--- src/rtl/mcht_enc.sv ---
// Manchester line encoder: takes a parallel message over a REQ/ACK handshake and
// serialises it as start symbol + data LSB first + high idle guard on a registered TXD.
module mcht_enc #(
  parameter int unsigned pMSG_LEN  = 8,
  parameter int unsigned pHALF_CYC = 4,
  parameter int unsigned pIDLE_CYC = 16
) (
  input  logic                CLK100M,
  input  logic                RST_N,
  input  logic [pMSG_LEN-1:0] MSG_IN,
  input  logic                MSG_REQ,
  output logic                MSG_ACK,
  output logic                BUSY,
  output logic                TXD
);

  localparam int unsigned HW = (pHALF_CYC > 1) ? $clog2(pHALF_CYC) : 1;
  localparam int unsigned IW = (pMSG_LEN > 1) ? $clog2(pMSG_LEN) : 1;
  localparam int unsigned GW = (pIDLE_CYC > 1) ? $clog2(pIDLE_CYC) : 1;

  localparam logic [HW-1:0] HALF_LAST  = HW'(pHALF_CYC - 1);
  localparam logic [IW-1:0] IDX_LAST   = IW'(pMSG_LEN - 1);
  localparam logic [GW-1:0] GUARD_LAST = GW'(pIDLE_CYC - 1);

  typedef enum logic [2:0] {
    S_IDLE    = 3'd0,
    S_START_L = 3'd1,
    S_START_H = 3'd2,
    S_BIT_H1  = 3'd3,
    S_BIT_H2  = 3'd4,
    S_GUARD   = 3'd5
  } state_t;

  state_t                state_q, state_d;
  logic [HW-1:0]         half_q, half_d;
  logic [IW-1:0]         idx_q, idx_d;
  logic [GW-1:0]         guard_q, guard_d;
  logic [pMSG_LEN-1:0]   shift_q, shift_d;
  logic                  txd_d, ack_d, busy_d;
  logic                  accept;
  logic                  half_last;

  // State and registered outputs; reset drops any frame and forces the line high
  always_ff @(posedge CLK100M or negedge RST_N) begin
    if (!RST_N) begin
      state_q <= S_GUARD;
      half_q  <= '0;
      idx_q   <= '0;
      guard_q <= '0;
      shift_q <= '0;
      TXD     <= 1'b1;
      MSG_ACK <= 1'b0;
      BUSY    <= 1'b1;
    end else begin
      state_q <= state_d;
      half_q  <= half_d;
      idx_q   <= idx_d;
      guard_q <= guard_d;
      shift_q <= shift_d;
      TXD     <= txd_d;
      MSG_ACK <= ack_d;
      BUSY    <= busy_d;
    end
  end

  // Next-state logic; TXD/BUSY are decoded from the next state so they land with it
  always_comb begin
    state_d   = state_q;
    half_d    = half_q + HW'(1);
    idx_d     = idx_q;
    guard_d   = guard_q;
    shift_d   = shift_q;
    ack_d     = 1'b0;
    accept    = 1'b0;
    txd_d     = 1'b1;
    busy_d    = 1'b1;
    half_last = (half_q == HALF_LAST);

    case (state_q)
      S_IDLE: begin
        half_d = '0;
        accept = MSG_REQ;
      end
      S_START_L: begin
        if (half_last) begin
          state_d = S_START_H;
          half_d  = '0;
        end
      end
      S_START_H: begin
        if (half_last) begin
          state_d = S_BIT_H1;
          half_d  = '0;
          idx_d   = '0;
        end
      end
      S_BIT_H1: begin
        if (half_last) begin
          state_d = S_BIT_H2;
          half_d  = '0;
        end
      end
      S_BIT_H2: begin
        if (half_last) begin
          half_d = '0;
          if (idx_q != IDX_LAST) begin
            shift_d = shift_q >> 1;
            idx_d   = idx_q + IW'(1);
            state_d = S_BIT_H1;
          end else begin
            state_d = S_GUARD;
            guard_d = '0;
          end
        end
      end
      S_GUARD: begin
        half_d = '0;
        if (guard_q == GUARD_LAST) begin
          guard_d = '0;
          // The closing guard edge doubles as the first idle edge, so a held
          // request restarts with no extra high gap beyond the guard.
          if (MSG_REQ) accept = 1'b1;
          else         state_d = S_IDLE;
        end else begin
          guard_d = guard_q + GW'(1);
        end
      end
      default: begin
        state_d = S_GUARD;
        half_d  = '0;
        guard_d = '0;
      end
    endcase

    if (accept) begin
      shift_d = MSG_IN;
      state_d = S_START_L;
      half_d  = '0;
      ack_d   = 1'b1;
    end

    case (state_d)
      S_IDLE:    begin txd_d = 1'b1;        busy_d = 1'b0; end
      S_START_L: txd_d = 1'b0;
      S_START_H: txd_d = 1'b1;
      S_BIT_H1:  txd_d = ~shift_d[0];
      S_BIT_H2:  txd_d = shift_d[0];
      default:   txd_d = 1'b1;
    endcase
  end

endmodule

--- config.mk ---
export PLATFORM = sky130hd
export DESIGN_NAME = mcht_enc
export DESIGN_NICKNAME = d
export VERILOG_FILES = /design/src/rtl/mcht_enc.sv
export SDC_FILE = /design/constraint.sdc
export NUM_CORES = 1
export LEC_CHECK = 0
export CORE_AREA = 4 4 49 61
export DETAILED_ROUTE_END_ITERATION = 8
export DIE_AREA = 0 0 53 65
export PLACE_DENSITY = 0.75
export SKIP_LAST_GASP = 1
export SLEW_MARGIN = 0
export SYNTH_ARGS = -nofsm -noshare
export SYNTH_HDL_FRONTEND = slang
export SYNTH_SLANG_ARGS = --single-unit
--- constraint.sdc ---
create_clock -name CLK100M -period 2.6 [get_ports CLK100M]
set_clock_uncertainty 0.05 [all_clocks]
set_input_delay 0.26 -clock CLK100M [delete_from_list [all_inputs] [get_ports CLK100M]]
set_output_delay 0.26 -clock CLK100M [all_outputs]
set_load 0.03 [all_outputs]
# == Yosys cells after proc, flatten, opt, wreduce, memory -nomap -nowiden ==
# Index checks and enable logic that the tools add are counted.
# totals
input_bits,11
latchBits,0
mem_bits_ro,0
regBits,23
ram_bits,0
wordCells,70
n_memories,0
# classes
div,0
bitwise_logic,2
add_sub_neg,3
mul,0
muxes,30
n_lt_le_gt_ge,0
shift,0
n_eq_ne,15
n_reduce_logical,11
# op_table
op,n
$mux 3,11
$mux 8,4
$pmux 3 s6,1
$mux 4,3
$pmux 4 s3,1
$eq 3x2->1 const B,3
$eq 3x3->1 const B,3
$ne 2x2->1 const B,4
$reduce_bool 2->1,4
$reduce_or 4->1,2
$eq 3x1->1 const B,2
$logic_not 3->1,2
$mux 2,3
$pmux 3 s2,1
$reduce_and 3->1,2
$add 4x1->4 const B,1
$eq 4x4->1 const B,1
$mux 1,4
$reduce_and 4->1,1
$add 3x1->3 const B,1
$ne 3x3->1 const B,1
$pmux 1 s3,1
$add 2x1->2 const B,1
$eq 2x2->1 const B,1
other kinds (2),3

# == Logic depth before layout (Yosys ltp) ==
# Gate-level depths: netlist of the first run.
# depth
ltp_word,7
mapped_depth,7
mapped_depth_nobuf,7

# == Worst setup path after synthesis of the first run ==
# No wires, ideal clock.
# synth_path
path_kind,register to register
start,reg state_q[0]
end,reg shift_q[0]
path_slack_ns,0.739
period_less_slack_ns,1.861
path_stages_with_launch,5
setup_time_ns,0.125
t_required_ns,2.425
t_arrival_ns,1.686
path_cell_list,dfstp_2 > buf_2 > nand4_1 > a2111oi_4 > mux2_2
# synth_via
elab_chain_cells,3
elab_cells_between_ends,6
cone_classes,eq/ne: 2; mux: 3; reduce/logical: 1
# synth_lines
element,line,rtl
start: declaration,34,"state_t state_q, state_d;"
start signal: assignment,55,state_q <= state_d;
$eq 3x3->1 / $logic_not 3->1 (equally long branches),79,case (state_q)
$pmux 1 s2 / $mux 8 (equally long branches),79,
$mux 8 *,135,if (accept) begin
named net shift_d[0],38,"logic [pMSG_LEN-1:0] shift_q, shift_d;"
end signal: assignment,59,shift_q <= shift_d;
end: declaration,38,
# The timed path passes the listed nets; every way through them passes the cells marked *. The select of a mux whose other input is x is not followed.
# A chain may end at the register's enable or synchronous reset.

# == Final worst setup path of the first run ==
# layout_path
start,reg state_q[2]
end,reg TXD
# layout_via
elab_chain_cells,6
elab_cells_between_ends,22
cone_classes,eq/ne: 8; mux: 12; bitwise: 1; reduce/logical: 1
# layout_lines
element,line,rtl
$mux 3,122,if (MSG_REQ) accept = 1'b1;
$mux 3,118,if (guard_q == GUARD_LAST) begin
$pmux 3 s6,79,
$mux 3,135,
"$eq 3x3->1, or another cell as far along",142,case (state_d)
$pmux 1 s3 *,142,
named net txd_d,39,"logic txd_d, ack_d, busy_d;"
end signal: assignment,60,TXD <= txd_d;
end: declaration,14,output logic TXD
# Marked as above.

==> impl_metrics.env, run 1 <==
export IMPL_path_cells="nor3b_4, nand3b_4, mux2_4, nand2b_4, a311oi_2"
export IMPL_wl_um=2198
export IMPL_start_util_pct=52.37
export IMPL_numPortBuffers=13
export IMPL_firstDrtPassIters=4
export IMPL_cts_sinks=23
export IMPL_place_hpwl_um=1689
export IMPL_ys_types=39
export IMPL_routedLengthMet1_um=941
export IMPL_final_cell_mix="19 x dfrtp_1, 17 x nand2_1, 14 x o21ai_0"
export IMPL_run_status="complete, no violations"
export IMPL_cts_root_buf="clkbuf_4"
export IMPL_grt_max_degree=24
export IMPL_path_buf_inv=0
export IMPL_synth_edf_count=0
export IMPL_cellLeakagePower_nw=0.6198
export IMPL_fp_row_count=20
export IMPL_avgRoutedWirePerCell_um=12.78
export IMPL_startpoint="state_q[2]"
export IMPL_grt_pass1_vias=949
export IMPL_synth_cells=126
export IMPL_clk_pin_slew_worst_paths_ps=130
export IMPL_finalSetupViolations=0
export IMPL_crit_arrival_ps=2280
export IMPL_avgSynthCellArea_um2=10.09
export IMPL_clk_latency_ps=300
export IMPL_ys_seq_elements=23
export IMPL_fin_crit_sh_pct=81.25
export IMPL_cpPeakStageDelay_ps=680
export IMPL_syn2layout_area_growth_pct=14.67
export IMPL_synth_fp_nets=143
export IMPL_grt_usage_pct=15.33
export IMPL_fp_dieW_um=53
export IMPL_synthesis_area_um2=1271
export IMPL_highest_layer="met4"
export IMPL_overflow=0
export IMPL_layout_commonest_cell="dfrtp_1"
export IMPL_clockBufferDepth=2
export IMPL_final_max_slew_viol_count=0
export IMPL_peakVddDrop_mv=0.5170
export IMPL_dieArea_um2=3445
export IMPL_postCtsSetupRepairBufs=0
export IMPL_cts_buffers_inserted=3
export IMPL_final_util_pct=60.05
export IMPL_cts_max_level=1
export IMPL_synth_warnings=0
export IMPL_finalCriticalPeriod_ps=2113
export IMPL_critPathMaxFanout=12
export IMPL_dr_wl_met2_um=1112
export IMPL_tns_ps=0
export IMPL_timing_hold_ws_ps=230.6
export IMPL_wl_met3_um=96
export IMPL_antennaDiodeCount=0
export IMPL_cp_required_ps=2770
export IMPL_vias=973
export IMPL_cts_tree="yes"
export IMPL_pin_count=14
export IMPL_dpl_cell_area_um2=1430
export IMPL_cts_resized=0
export IMPL_startpoint_type="register"
export IMPL_hold_path_class="input port to asynchronous set/reset pin"
export IMPL_drive_above_1_share_pct=12.95
export IMPL_critPathTopFamily="flip-flops"
export IMPL_cp_end_kind="register"
export IMPL_ant_nets=0
export IMPL_worst_pin_slew_ps=499.2
export IMPL_rsz0062_at_grt="no"
export IMPL_coreArea_um2=2427
export IMPL_max_slew_margin_pct=66.72
export IMPL_cellPowerDensity_nw_per_um2=948.5
export IMPL_power_w=0.001383
export IMPL_final_cell_area_um2=1458
export IMPL_synthArstFlopShare_pct=100.0
export IMPL_drc=0
export IMPL_antenna_found_initial=0
export IMPL_avgViaCountPerCell=5.657
export IMPL_nNetsFinal=157
export IMPL_grt_pass1_wl_um=3967
export IMPL_hold_viol_final=0
export IMPL_yosysSeqAreaShare_pct=45.67
export IMPL_path_class="register to register"
export IMPL_timing_max_cap_violations=0
export IMPL_timing_rr_start="state_q[2]"
export IMPL_place_gp_congestion=0.8585
export IMPL_ctsHoldBuffers=0
export IMPL_slowest_stage="dfstp_2"
export IMPL_die_h_um=65
export IMPL_synth_ff_type="dfrtp_1"
export IMPL_max_clock_freq_mhz=473.4
export IMPL_drt_iter0_drc=30
[worst register-to-register path: cells and delay by family (launching register included)]
family / cells / cell delay, ps
AO/OA/AOI/OAI: 1 / 300
multiplexers: 1 / 340
AND/OR/NAND/NOR: 3 / 670
flip-flops: 1 / 680
[through the flow]
step | worst slack, ps | cells
global placement | 591.8 | 168
finish | 487.5 | 172
floorplan | 738.9 | 126
detailed placement | 497.2 | 168
CTS | 486.3 | 172
global route | 403.5 | 172
[Yosys cell counts, drive strengths merged, types with 2 or more instances]
master  number  share of area [%]
a211oi       2                1.2
nand2       17                5.0
a32oi        2                1.4
inv          6                1.8
dfstp        4                8.3
ha           6                5.9
dfrtp       19                 37
nand2b       3                2.1
mux2         2                2.1
nor3         3                1.6
o21ai       15                5.9
nor2b        6                3.0
buf          5                1.9
nor4         2               0.98
a21oi        3                1.2
nor2         4                1.2
a22oi        6                3.5
nor3b        2                2.1
nand3        5                2.0
[routing by layer]
layer | track usage (%) | vias up
met2 | 26.24 | 18
met3 | 3.218 | 6
li1 | - | 478
met4 | 7.668 | 0
met5 | 0 | -
met1 | 17.47 | 471
[cell type report]
cell class | instances | area, um^2
Fill cell | 225 | 969.7
Multi-Input combinational cell | 91 | 640.6
Sequential cell | 23 | 580.6
Timing Repair Buffer | 15 | 145.1
Tap cell | 33 | 41.29
Clock buffer | 3 | 22.52
Inverter | 6 | 22.52
Clock inverter | 1 | 5.005
[where the power goes]
| part | total, W | internal [W] | switching, W |
|---|---|---|---|
| Sequential | 0.000645 | 0.000512 | 0.000133 |
| Combinational | 0.000573 | 0.000272 | 0.000301 |
| Clock | 0.000165 | 0.0000573 | 0.000107 |
| Total | 0.00138 | 0.000841 | 0.000541 |
[registers in the layout (all words and copies together), names as in the netlist]
signal	count
shift_q	8
TXD	1
guard_q	4
MSG_ACK	1
half_q	2
BUSY	1
state_q	3
idx_q	3
[cells by family (layout without fill, tap and decap cells)]
| family | after synthesis | count (layout) | share of synthesized area, % |
|---|---|---|---|
| buf+inv | 12 | 25 | 3.936 |
| mux | 3 | 3 | 2.854 |
| xor+xnor | 2 | 2 | 1.378 |
| compound gates | 33 | 33 | 18.31 |
| flops | 23 | 23 | 45.67 |
| simple gates | 47 | 47 | 21.95 |
| fa+ha+maj | 6 | 6 | 5.905 |
[final timing paths]
check,endpoint,depth (start not counted),slack (ps)
max,TXD,5,490
min,guard_q[2],2,230
max reg2reg,TXD,5,490
min reg2reg,idx_q[0],1,440
max in group asynchronous,state_q[2],2,1980
min in group CLK100M,idx_q[0],1,440
(Power assumes the default switching activity.)
==> run 2, diff against run 1 <==
clock period = 2 ns   (was 2.6 ns; I/O delays follow)
==> run 2 against run 1 <==
- total power is 40% higher
- wire length increased by 18%
- first-iteration DRC count shrank 47%
- hold slack got worse by 62 ps
- count of clock-buffer cells in the layout unchanged
==> impl_metrics.env, run 2 (synthesis gave the netlist of run 1 again) <==
export IMPL_startpoint="idx_q[0]"
export IMPL_fin_ws_ps=57.86
export IMPL_pre_cts_slack_ps=85.67
export IMPL_finalCriticalPeriod_ps=1942
export IMPL_clockBufferDepth=2
export IMPL_endpoint="TXD"
export IMPL_cellLeakagePower_nw=0.6760
export IMPL_rsz0062_at_grt="yes"
export IMPL_antennaDiodeCount=0
export IMPL_cts_sinks=23
export IMPL_power_w=0.001934
export IMPL_cellPowerDensity_nw_per_um2=1250
export IMPL_grt_max_degree=24
export IMPL_hold_viol_final=0
export IMPL_grt_usage_pct=17.28
export IMPL_largest_reg_flops=8
export IMPL_clk_latency_ps=310
export IMPL_grt_pass1_wl_um=4526
export IMPL_firstDrtPassIters=4
export IMPL_peakVddDrop_mv=0.7193
export IMPL_path_class="register to register"
export IMPL_worst_pin_slew_ps=384.4
export IMPL_layout_commonest_cell="dfrtp_1"
export IMPL_timing_max_cap_violations=0
export IMPL_pin_count=14
export IMPL_drive_above_1_share_pct=20.00
export IMPL_overflow=0
export IMPL_fill_cells=212
export IMPL_timing_hold_ws_ps=168.2
export IMPL_tns_ps=0
export IMPL_place_hpwl_um=1940
export IMPL_clk_pin_slew_worst_paths_ps=130
export IMPL_ff2ff_path_depth=6
export IMPL_grt_pass1_vias=1048
export IMPL_fp_row_count=20
export IMPL_avgRoutedWirePerCell_um=14.13
export IMPL_critPathMaxFanout=10
export IMPL_antenna_found_initial=0
export IMPL_max_slew_margin_pct=74.20
export IMPL_final_max_slew_viol_count=0
export IMPL_drt_iter0_drc=16
export IMPL_fp_dieW_um=53
export IMPL_startpoint_type="register"
export IMPL_max_clock_freq_mhz=514.9
export IMPL_cp_end_kind="register"
export IMPL_hold_path_class="input port to asynchronous set/reset pin"
export IMPL_numPortBuffers=13
export IMPL_top_register="shift_q"
export IMPL_fin_crit_sh_pct=97.11
export IMPL_start_util_pct=52.37
export IMPL_cp_required_ps=2180
export IMPL_crit_arrival_ps=2120
export IMPL_vias=1018
export IMPL_dieArea_um2=3445
export IMPL_syn2layout_area_growth_pct=21.75
export IMPL_cts_buffers_inserted=3
export IMPL_place_gp_congestion=0.8825
export IMPL_run_status="complete, no violations"
export IMPL_reg2reg_slack_ps=60
export IMPL_final_cell_mix="19 x dfrtp_1, 17 x nand2_1, 14 x o21ai_0"
export IMPL_coreArea_um2=2427
export IMPL_nNetsFinal=168
export IMPL_reg_largest_list="shift_q x8, guard_q x4"
export IMPL_avgViaCountPerCell=5.563
export IMPL_cts_max_level=1
export IMPL_cts_root_buf="clkbuf_4"
export IMPL_ant_nets=0
export IMPL_finalSetupViolations=0
export IMPL_cts_tree="yes"
export IMPL_die_h_um=65
export IMPL_ctsHoldBuffers=0
export IMPL_multiInputGateArea_um2=648.1
export IMPL_r2r_end="TXD"
export IMPL_ff_latch_area_um2=580.6
export IMPL_wl_um=2586
export IMPL_timing_rr_start="idx_q[0]"
export IMPL_drc=0
[run 2: changes by cell type in the layout (fill, tap and decap cells not counted)]
cell	before	now
a32oi_1	2	1
a32oi_2	0	1
buf_4	2	13
[run 2: how the worst min path moves through the flow]
stage | slack [ps] | endpoint | startpoint
finish | 170 | guard_q[0] | RST_N
global placement | 400 | half_q[0] | half_q[0]
floorplan | -150 | MSG_ACK | RST_N
CTS | 170 | guard_q[1] | RST_N
detailed placement | 450 | half_q[0] | half_q[0]
global route | 180 | guard_q[2] | RST_N
[run 2: report_power, final]
group	internal [W]	total [W]	switching, W
clock network	0.0000747	0.000214	0.000139
logic	0.000444	0.000929	0.000485
registers	0.000665	0.000791	0.000127
[run 2: routing by layer]
metal	wire (um)	global-route usage, %	up-vias
met5	0	0	-
met4	51	6.709	0
met3	93	3.218	6
met2	1401	31.06	22
met1	1040	19.47	490
li1	-	-	500
[run 2: repair_timing]
item / CTS / global route
gates resized for setup: 0 / 1
setup endpoints to repair: 0 / 4
buffers inserted: 0 / 4
[run 2: critical path, stage by stage, from the launching register on]
cell	delay, ps
dfrtp_1	420
ha_1	230
ha_1	200
nand3b_4	220
mux2_4	340
nand2b_4	140
a311oi_2	260
[run 2: cell type report]
type	count	share of cell area, %
multi-input combinational	91	41.88
sequential	23	37.51
timing repair buffer	26	14.71
tap	33	2.668
clock buffer	3	1.455
inverter	6	1.455
clock inverter	1	0.3234
[run 2: through the flow]
stage,area (um^2),utilization (%),cells
floorplan,1271,-,126
global placement,1483,61.08,175
detailed placement,1483,61.08,175
CTS,1510,62.22,179
global route,1548,63.76,183
finish,1548,63.76,183
